[src/rtl/wb_port_arbiter.sv]
// wb_port_arbiter: two 1-entry write-back slots sharing one register file write port, round-robin served.
// Define WB_ARB_FWD_EN to enable same-cycle forwarding of held slot data to the read addresses.
module wb_port_arbiter #(
    parameter int AW = 5,
    parameter int DW = 32
) (
    input  logic          clk,
    input  logic          rst_n,
    input  logic          req0_valid,
    output logic          req0_ready,
    input  logic [AW-1:0] req0_addr,
    input  logic [DW-1:0] req0_data,
    input  logic          req1_valid,
    output logic          req1_ready,
    input  logic [AW-1:0] req1_addr,
    input  logic [DW-1:0] req1_data,
    output logic          rf_we,
    output logic [AW-1:0] rf_waddr,
    output logic [DW-1:0] rf_wdata,
    output logic [31:0]   pending,
    input  logic [AW-1:0] raddr0,
    input  logic [AW-1:0] raddr1,
    output logic          fwd0_hit,
    output logic [DW-1:0] fwd0_data,
    output logic          fwd1_hit,
    output logic [DW-1:0] fwd1_data
);
    logic          v0_q, v0_d, v1_q, v1_d;
    logic          older0_q, older0_d, older1_q, older1_d;
    logic          lg_q, lg_d;
    logic [AW-1:0] addr0_q, addr0_d, addr1_q, addr1_d;
    logic [DW-1:0] data0_q, data0_d, data1_q, data1_d;
    logic          g0, g1, ld0, ld1;

    // Same-address pairs drain oldest first so the register file ends with the youngest value.
    assign g0 = v0_q && (!v1_q || ((addr0_q == addr1_q) ? older0_q : lg_q));
    assign g1 = v1_q && !g0;
    assign req0_ready = !v0_q || g0;
    assign req1_ready = !v1_q || g1;
    assign ld0 = req0_valid && req0_ready && (req0_addr != '0);
    assign ld1 = req1_valid && req1_ready && (req1_addr != '0);

    always_comb begin
        v0_d     = ld0 || (v0_q && !g0);
        v1_d     = ld1 || (v1_q && !g1);
        addr0_d  = ld0 ? req0_addr : addr0_q;
        data0_d  = ld0 ? req0_data : data0_q;
        addr1_d  = ld1 ? req1_addr : addr1_q;
        data1_d  = ld1 ? req1_data : data1_q;
        older0_d = (ld0 && ld1) ? 1'b1 : ld0 ? !v1_d : ld1 ? v0_d : older0_q;
        older1_d = (ld0 && ld1) ? 1'b0 : ld1 ? !v0_d : ld0 ? v1_d : older1_q;
        lg_d     = g1 ? 1'b1 : g0 ? 1'b0 : lg_q;
    end

    always_ff @(posedge clk or negedge rst_n) begin
        if (!rst_n) begin
            v0_q     <= 1'b0;
            v1_q     <= 1'b0;
            older0_q <= 1'b0;
            older1_q <= 1'b0;
            lg_q     <= 1'b1;
            addr0_q  <= '0;
            addr1_q  <= '0;
            data0_q  <= '0;
            data1_q  <= '0;
        end else begin
            v0_q     <= v0_d;
            v1_q     <= v1_d;
            older0_q <= older0_d;
            older1_q <= older1_d;
            lg_q     <= lg_d;
            addr0_q  <= addr0_d;
            addr1_q  <= addr1_d;
            data0_q  <= data0_d;
            data1_q  <= data1_d;
        end
    end

    assign rf_we    = g0 || g1;
    assign rf_waddr = g0 ? addr0_q : g1 ? addr1_q : '0;
    assign rf_wdata = g0 ? data0_q : g1 ? data1_q : '0;

    always_comb begin
        pending = '0;
        if (v0_q) pending[addr0_q] = 1'b1;
        if (v1_q) pending[addr1_q] = 1'b1;
        pending[0] = 1'b0;
    end

`ifdef WB_ARB_FWD_EN
    function automatic logic [DW:0] fwd(input logic [AW-1:0] ra);
        logic h0, h1;
        h0 = v0_q && (ra != '0) && (addr0_q == ra);
        h1 = v1_q && (ra != '0) && (addr1_q == ra);
        return !(h0 || h1) ? '0 : {1'b1, (h0 && h1) ? (older0_q ? data1_q : data0_q) : h1 ? data1_q : data0_q};
    endfunction

    assign {fwd0_hit, fwd0_data} = fwd(raddr0);
    assign {fwd1_hit, fwd1_data} = fwd(raddr1);
`else
    logic unused_raddr;
    assign unused_raddr = ^{raddr0, raddr1};
    assign {fwd0_hit, fwd0_data} = '0;
    assign {fwd1_hit, fwd1_data} = '0;
`endif
endmodule

[config.mk]
export PLATFORM = sky130hd
export DESIGN_NAME = wb_port_arbiter
export DESIGN_NICKNAME = d
export VERILOG_FILES = /design/src/rtl/wb_port_arbiter.sv
export SDC_FILE = /design/constraint.sdc
export NUM_CORES = 1
export LEC_CHECK = 0
export CORE_ASPECT_RATIO = 0.75
export CORE_MARGIN = 2
export CORE_UTILIZATION = 42
export DETAILED_ROUTE_END_ITERATION = 16
export PLACE_DENSITY = 0.82
export SKIP_CTS_REPAIR_TIMING = 1
export SLEW_MARGIN = 20
export SYNTH_ARGS = -nofsm -noshare
export SYNTH_HDL_FRONTEND = slang
export SYNTH_SLANG_ARGS = --single-unit
[constraint.sdc]
create_clock -name clk -period 2.82 [get_ports clk]
set_input_delay 0.564 -clock clk [delete_from_list [all_inputs] [get_ports clk]]
set_output_delay 0.564 -clock clk [all_outputs]
set_load 0.01 [all_outputs]
# Yosys cells after proc, flatten, opt, wreduce, memory -nomap -nowiden
# Index checks and enable logic that the tools add are counted.
[word_totals]
ff_bits = 78
input_bits = 88
output_inout_bits = 138
word_cells = 56
[classes]
magnitude_cmp = 4
n_eq_ne = 1
muxes = 16
bitwise_logic = 1
n_reduce_logical = 26
[op_table]
columns = ["cell", "count"]
rows = [
  ["2-to-1 mux 32 bit", 4],
  ["bitwise OR 32 bit", 1],
  ["less-than comparator 5 x 6 -> 1 bit, second input constant", 2],
  ["logical AND 1 bit", 11],
  ["demux 1 bit (select 5 bit)", 2],
  ["greater-or-equal comparator 5 x 1 -> 1 bit, second input constant", 2],
  ["2-to-1 mux 5 bit", 2],
  ["nonzero test 5 bit", 2],
  ["2-to-1 mux 1 bit", 8],
  ["logical OR 1 bit", 6],
  ["equality test 5 bit", 1],
  ["logical NOT 1 bit", 5],
  ["nonzero test 3 bit", 1],
  ["nonzero test 2 bit", 1],
]

# Depth between registers and ports, before layout
[depth]
ltp_word = 13
mapped_depth = 8
ltp_nobuf = 5

# Least setup slack after synthesis
# Ideal clock, no wire load.
[synth_timing]
path_type = "register to output"
from = "register addr1_q[0]"
to = "output rf_waddr[2]"
arrival_time_ns = 1.946
t_required_ns = 2.256
path_slack_ns = 0.310
path_stages_with_launch = 9
path_buffers = 3
cell_sequence = "dfrtp_1 -> buf_6 -> xor2_1 -> nor3_2 -> nand3_1 -> a31oi_1 -> buf_4 -> buf_6 -> mux2i_1"
[synth_via]
elab_chain_cells = 8
[synth_lines]
columns = ["item", "line", "rtl"]
rows = [
  ["start: declaration", "31", "logic [AW-1:0] addr0_q, addr0_d, addr1_q, addr1_d;"],
  ["start signal: assignment", "73", "addr1_q <= addr1_d;"],
  ["equality test 5 bit *", "36", "assign g0 = v0_q && (!v1_q || ((addr0_q == addr1_q) ? older0_q : lg_q));"],
  ["2-to-1 mux 1 bit *", "36", ""],
  ["logical OR 1 bit *", "36", ""],
  ["logical AND 1 bit *", "36", ""],
  ["logical NOT 1 bit", "37", "assign g1 = v1_q && !g0;"],
  ["logical AND 1 bit", "37", ""],
  ["2-to-1 mux 5 bit", "80", "assign rf_waddr = g0 ? addr0_q : g1 ? addr1_q : '0;"],
  ["2-to-1 mux 5 bit *", "80", ""],
  ["end: declaration", "18", "output logic [AW-1:0] rf_waddr,"],
]
# Mark *: on every way between the ends. The rest lies on a longest branch, timed or not.

# Worst setup path after layout
[layout_timing]
from = "register addr1_q[2]"
to = "output rf_wdata[5]"
[layout_via]
elab_chain_cells = 8
[layout_lines]
columns = ["item", "line", "rtl"]
rows = [
  ["equality test 5 bit *", "36", ""],
  ["2-to-1 mux 1 bit *", "36", ""],
  ["logical OR 1 bit *", "36", ""],
  ["logical AND 1 bit *", "36", ""],
  ["logical NOT 1 bit", "37", ""],
  ["logical AND 1 bit", "37", ""],
  ["2-to-1 mux 32 bit", "81", "assign rf_wdata = g0 ? data0_q : g1 ? data1_q : '0;"],
  ["2-to-1 mux 32 bit *", "81", ""],
  ["end: declaration", "19", "output logic [DW-1:0] rf_wdata,"],
]
# Marked as above.

==> flow_metrics.env <==
export IMPL_wire_per_inst_um=16.58
export IMPL_synth_seq_area_share_pct=40.39
export IMPL_yosys_area_share_xor_xnor_pct=0.9056
export IMPL_grt_setup_unrepaired="yes"
export IMPL_fin_util_pct=59.37
export IMPL_synth_adder_area_share_pct=0
export IMPL_path_clk_slew_ns=0.06
export IMPL_grt_total_usage_pct=19.88
export IMPL_critPathKind="register to output pin"
export IMPL_hold_violations=0
export IMPL_power_leakage_nw=3.232
export IMPL_path_cells="xor2_2 > or2_4 > o41ai_4 > buf_4 > a31oi_4 > buf_8 > mux2i_1 > clkbuf_2"
export IMPL_power_total_mw=6.226
export IMPL_clock_power_share_pct=19.0
export IMPL_cts_tree="done"
export IMPL_synth_area_top_cells="dfrtp_1 (40%), buf_4 (11%), mux2_2 (9.1%), mux2i_1 (7.9%), mux2_4 (7.5%)"
export IMPL_period_share_pct=108.9
export IMPL_vias=3894
export IMPL_wl_um=12670
export IMPL_power_switching_mw=2.293
export IMPL_ios=226
export IMPL_synth_top_area_share_pct=39.84
export IMPL_core_area_um2=11070
export IMPL_yosys_warnings=0
export IMPL_clock_sinks=78
export IMPL_drt_drc_violations_left=0
export IMPL_cpPeakStageDelay_ns=0.49
export IMPL_ir_drop_v=0.0005188
export IMPL_status="finished with violations"
export IMPL_ys_ff_latch=78
export IMPL_fin_setup_tns_ns=-5.952
export IMPL_syn_inst=453
export IMPL_crit_slowest_cell="dfrtp_2"
export IMPL_max_freq_mhz=325.5
export IMPL_synth_mux_area_share_pct=24.63
export IMPL_p_int_mw=3.933
export IMPL_root_buffer="clkbuf_16"
export IMPL_place_hpwl_um=9335
export IMPL_setup_viol=37
export IMPL_nFillCells=898
export IMPL_r2r_setup_slack_ns=0.32
export IMPL_ys_types=39
export IMPL_synth_edff_count=0
export IMPL_numPortBuffers=148
export IMPL_clock_skew_ns=0.007766
export IMPL_setup_ws_ns=-0.2523
export IMPL_power_density_nw_per_um2=947.6
export IMPL_drtIter0Drc=243
export IMPL_pwr_share_seq_pct=30.0
export IMPL_worstPathArrival_ns=2.51
export IMPL_swShare_pct=36.83
export IMPL_cp_num_buf_inv=3
export IMPL_r2r_cells=8
export IMPL_yosys_area_top_type="dfrtp_1"
export IMPL_violations="setup timing"
export IMPL_cts_max_level=3
export IMPL_diodes=0
export IMPL_cts_path_max_buffers=2
export IMPL_r2r_end="data0_q[2]"
export IMPL_postPlaceCellArea_um2=6291
export IMPL_clk_latency_ns=0.33
export IMPL_end_kind="output pin"
export IMPL_drive_above_1_share_pct=27.40
export IMPL_grt_pass1_vias=3830
export IMPL_r2r_start="addr1_q[2]"
export IMPL_gp_congestion=0.8837
export IMPL_fp_dieH_um=96.93
export IMPL_nNetsFinal=708
export IMPL_area_delta_synth_final_pct=35.86
export IMPL_fin_crit_ns=3.072
export IMPL_start_util_pct=43.70
export IMPL_synth_area_um2=4836
export IMPL_cp_max_fo=9
export IMPL_synth_async_reset_ratio_pct=100.0
export IMPL_design_area_um2=6570
export IMPL_grt_ovfl_total=0
export IMPL_synth_top_family_by_area="multiplexers"
export IMPL_cap_violations=0
export IMPL_antenna_left=0
export IMPL_dieWidth_um=127.9
export IMPL_pwr_share_comb_pct=51.1
export IMPL_synthSimpleGateAreaFrac_pct=8.486
export IMPL_numCtsBuffers=9
export IMPL_die_area_um2=12400
export IMPL_startpoint_type="register"
export IMPL_synth_compound_area_share_pct=7.814
export IMPL_maxSlewViolCount=0
export IMPL_dr_pass1_iters=5
export IMPL_num_rows=33
export IMPL_syn_area_per_cell_um2=10.68
export IMPL_min_path_type="input port to asynchronous set/reset pin"
export IMPL_antenna_found_initial=0
export IMPL_grt_max_degree=79
export IMPL_path_delay_family="buffers and inverters"
export IMPL_crit_required_ns=2.26
export IMPL_grt_pass1_wl_um=19670
export IMPL_ys_flop_type="dfrtp_1"
export IMPL_vias_per_cell=5.097
## synthesized netlist by cell type, drive strengths merged, types with 2 or more instances
master	instances
buf	83
dfrtp	77
mux2	64
nand2	46
inv	39
mux2i	38
o22ai	31
nand3	17
a32o	10
clkbuf	10
xor2	5
nand3b	4
nor2	4
o21ai	3
or2	3
or3b	3
nor3	2
or4	2
## layout by cell type, fill, tap and decap left out, types with 10 or more instances in the layout
cell type and n:
a32o_1 10, buf_2 30, o22ai_1 31, mux2_4 24
mux2_2 39, clkdlybuf4s50_1 101, mux2i_1 36, inv_1 39
nand2_1 46, buf_4 30, conb_1 67, nand3_1 14
dfrtp_1 75
## worst max path at each step
stage          slack (ns)  startpoint  cells past startpoint      endpoint
2_1_floorplan        0.31  addr1_q[0]                      8   rf_waddr[2]
3_3_place_gp        -0.14  addr1_q[2]                      7  rf_wdata[12]
3_5_place_dp        -0.18  addr1_q[2]                      7  rf_wdata[12]
4_1_cts             -0.57  addr1_q[2]                      7  rf_wdata[12]
5_1_grt             -0.33  addr1_q[2]                      8   rf_wdata[5]
6_report            -0.25  addr1_q[2]                      8   rf_wdata[5]
## area by class of cell
class / instances / area [µm²] / area share (%)
tap: 140 / 175.2 / 2.666
timing repair buffer: 183 / 1658 / 25.23
clock buffer: 12 / 266.5 / 4.056
clock inverter: 3 / 42.54 / 0.6475
sequential: 78 / 1956 / 29.77
multi-input combinational: 309 / 2326 / 35.40
inverter: 39 / 146.4 / 2.228
## cells by family after synthesis
family                    Yosys count
buffers and inverters             132
and+or+nand+nor                    85
xor gates and xnor gates            5
muxes                             102
DFF                                78
other                               1
AOI/OAI and AO/OA                  50
## registers in the layout (all words and copies together), names as in the netlist
register / flops
v0_q: 1
addr0_q: 5
data1_q: 32
v1_q: 1
data0_q: 32
lg_q: 1
older0_q: 1
addr1_q: 5
## power groups by stage
stage	combinational, mW	sequential, mW	clock [mW]
after floorplan	2.09	1.77	0
after global placement	3.23	1.84	0
after detailed placement	3.32	1.87	0
after CTS	3.34	1.86	1.21
after global routing	3.40	1.92	1.27
final	3.18	1.87	1.18
## stage by stage
stage               instances  setup WS, ns  hold WS, ns
CTS                       757       -0.5706       0.4296
detailed placement        742       -0.1827       0.4925
global placement          742       -0.1389       0.4764
global route              764       -0.3305       0.1289
floorplan                 519        0.3096       0.2684
finish                    764       -0.2523       0.1219
## metal layers
layer | vias to the layer above | wire [µm] | GRT usage [%]
met2 | 230 | 6029 | 32.25
met4 | 0 | 159 | 4.818
met5 | - | 0 | 0
met1 | 1883 | 5426 | 26.37
met3 | 23 | 1052 | 5.586
li1 | 1758 | - | -
Note: power is estimated with default switching activity, not from simulation.
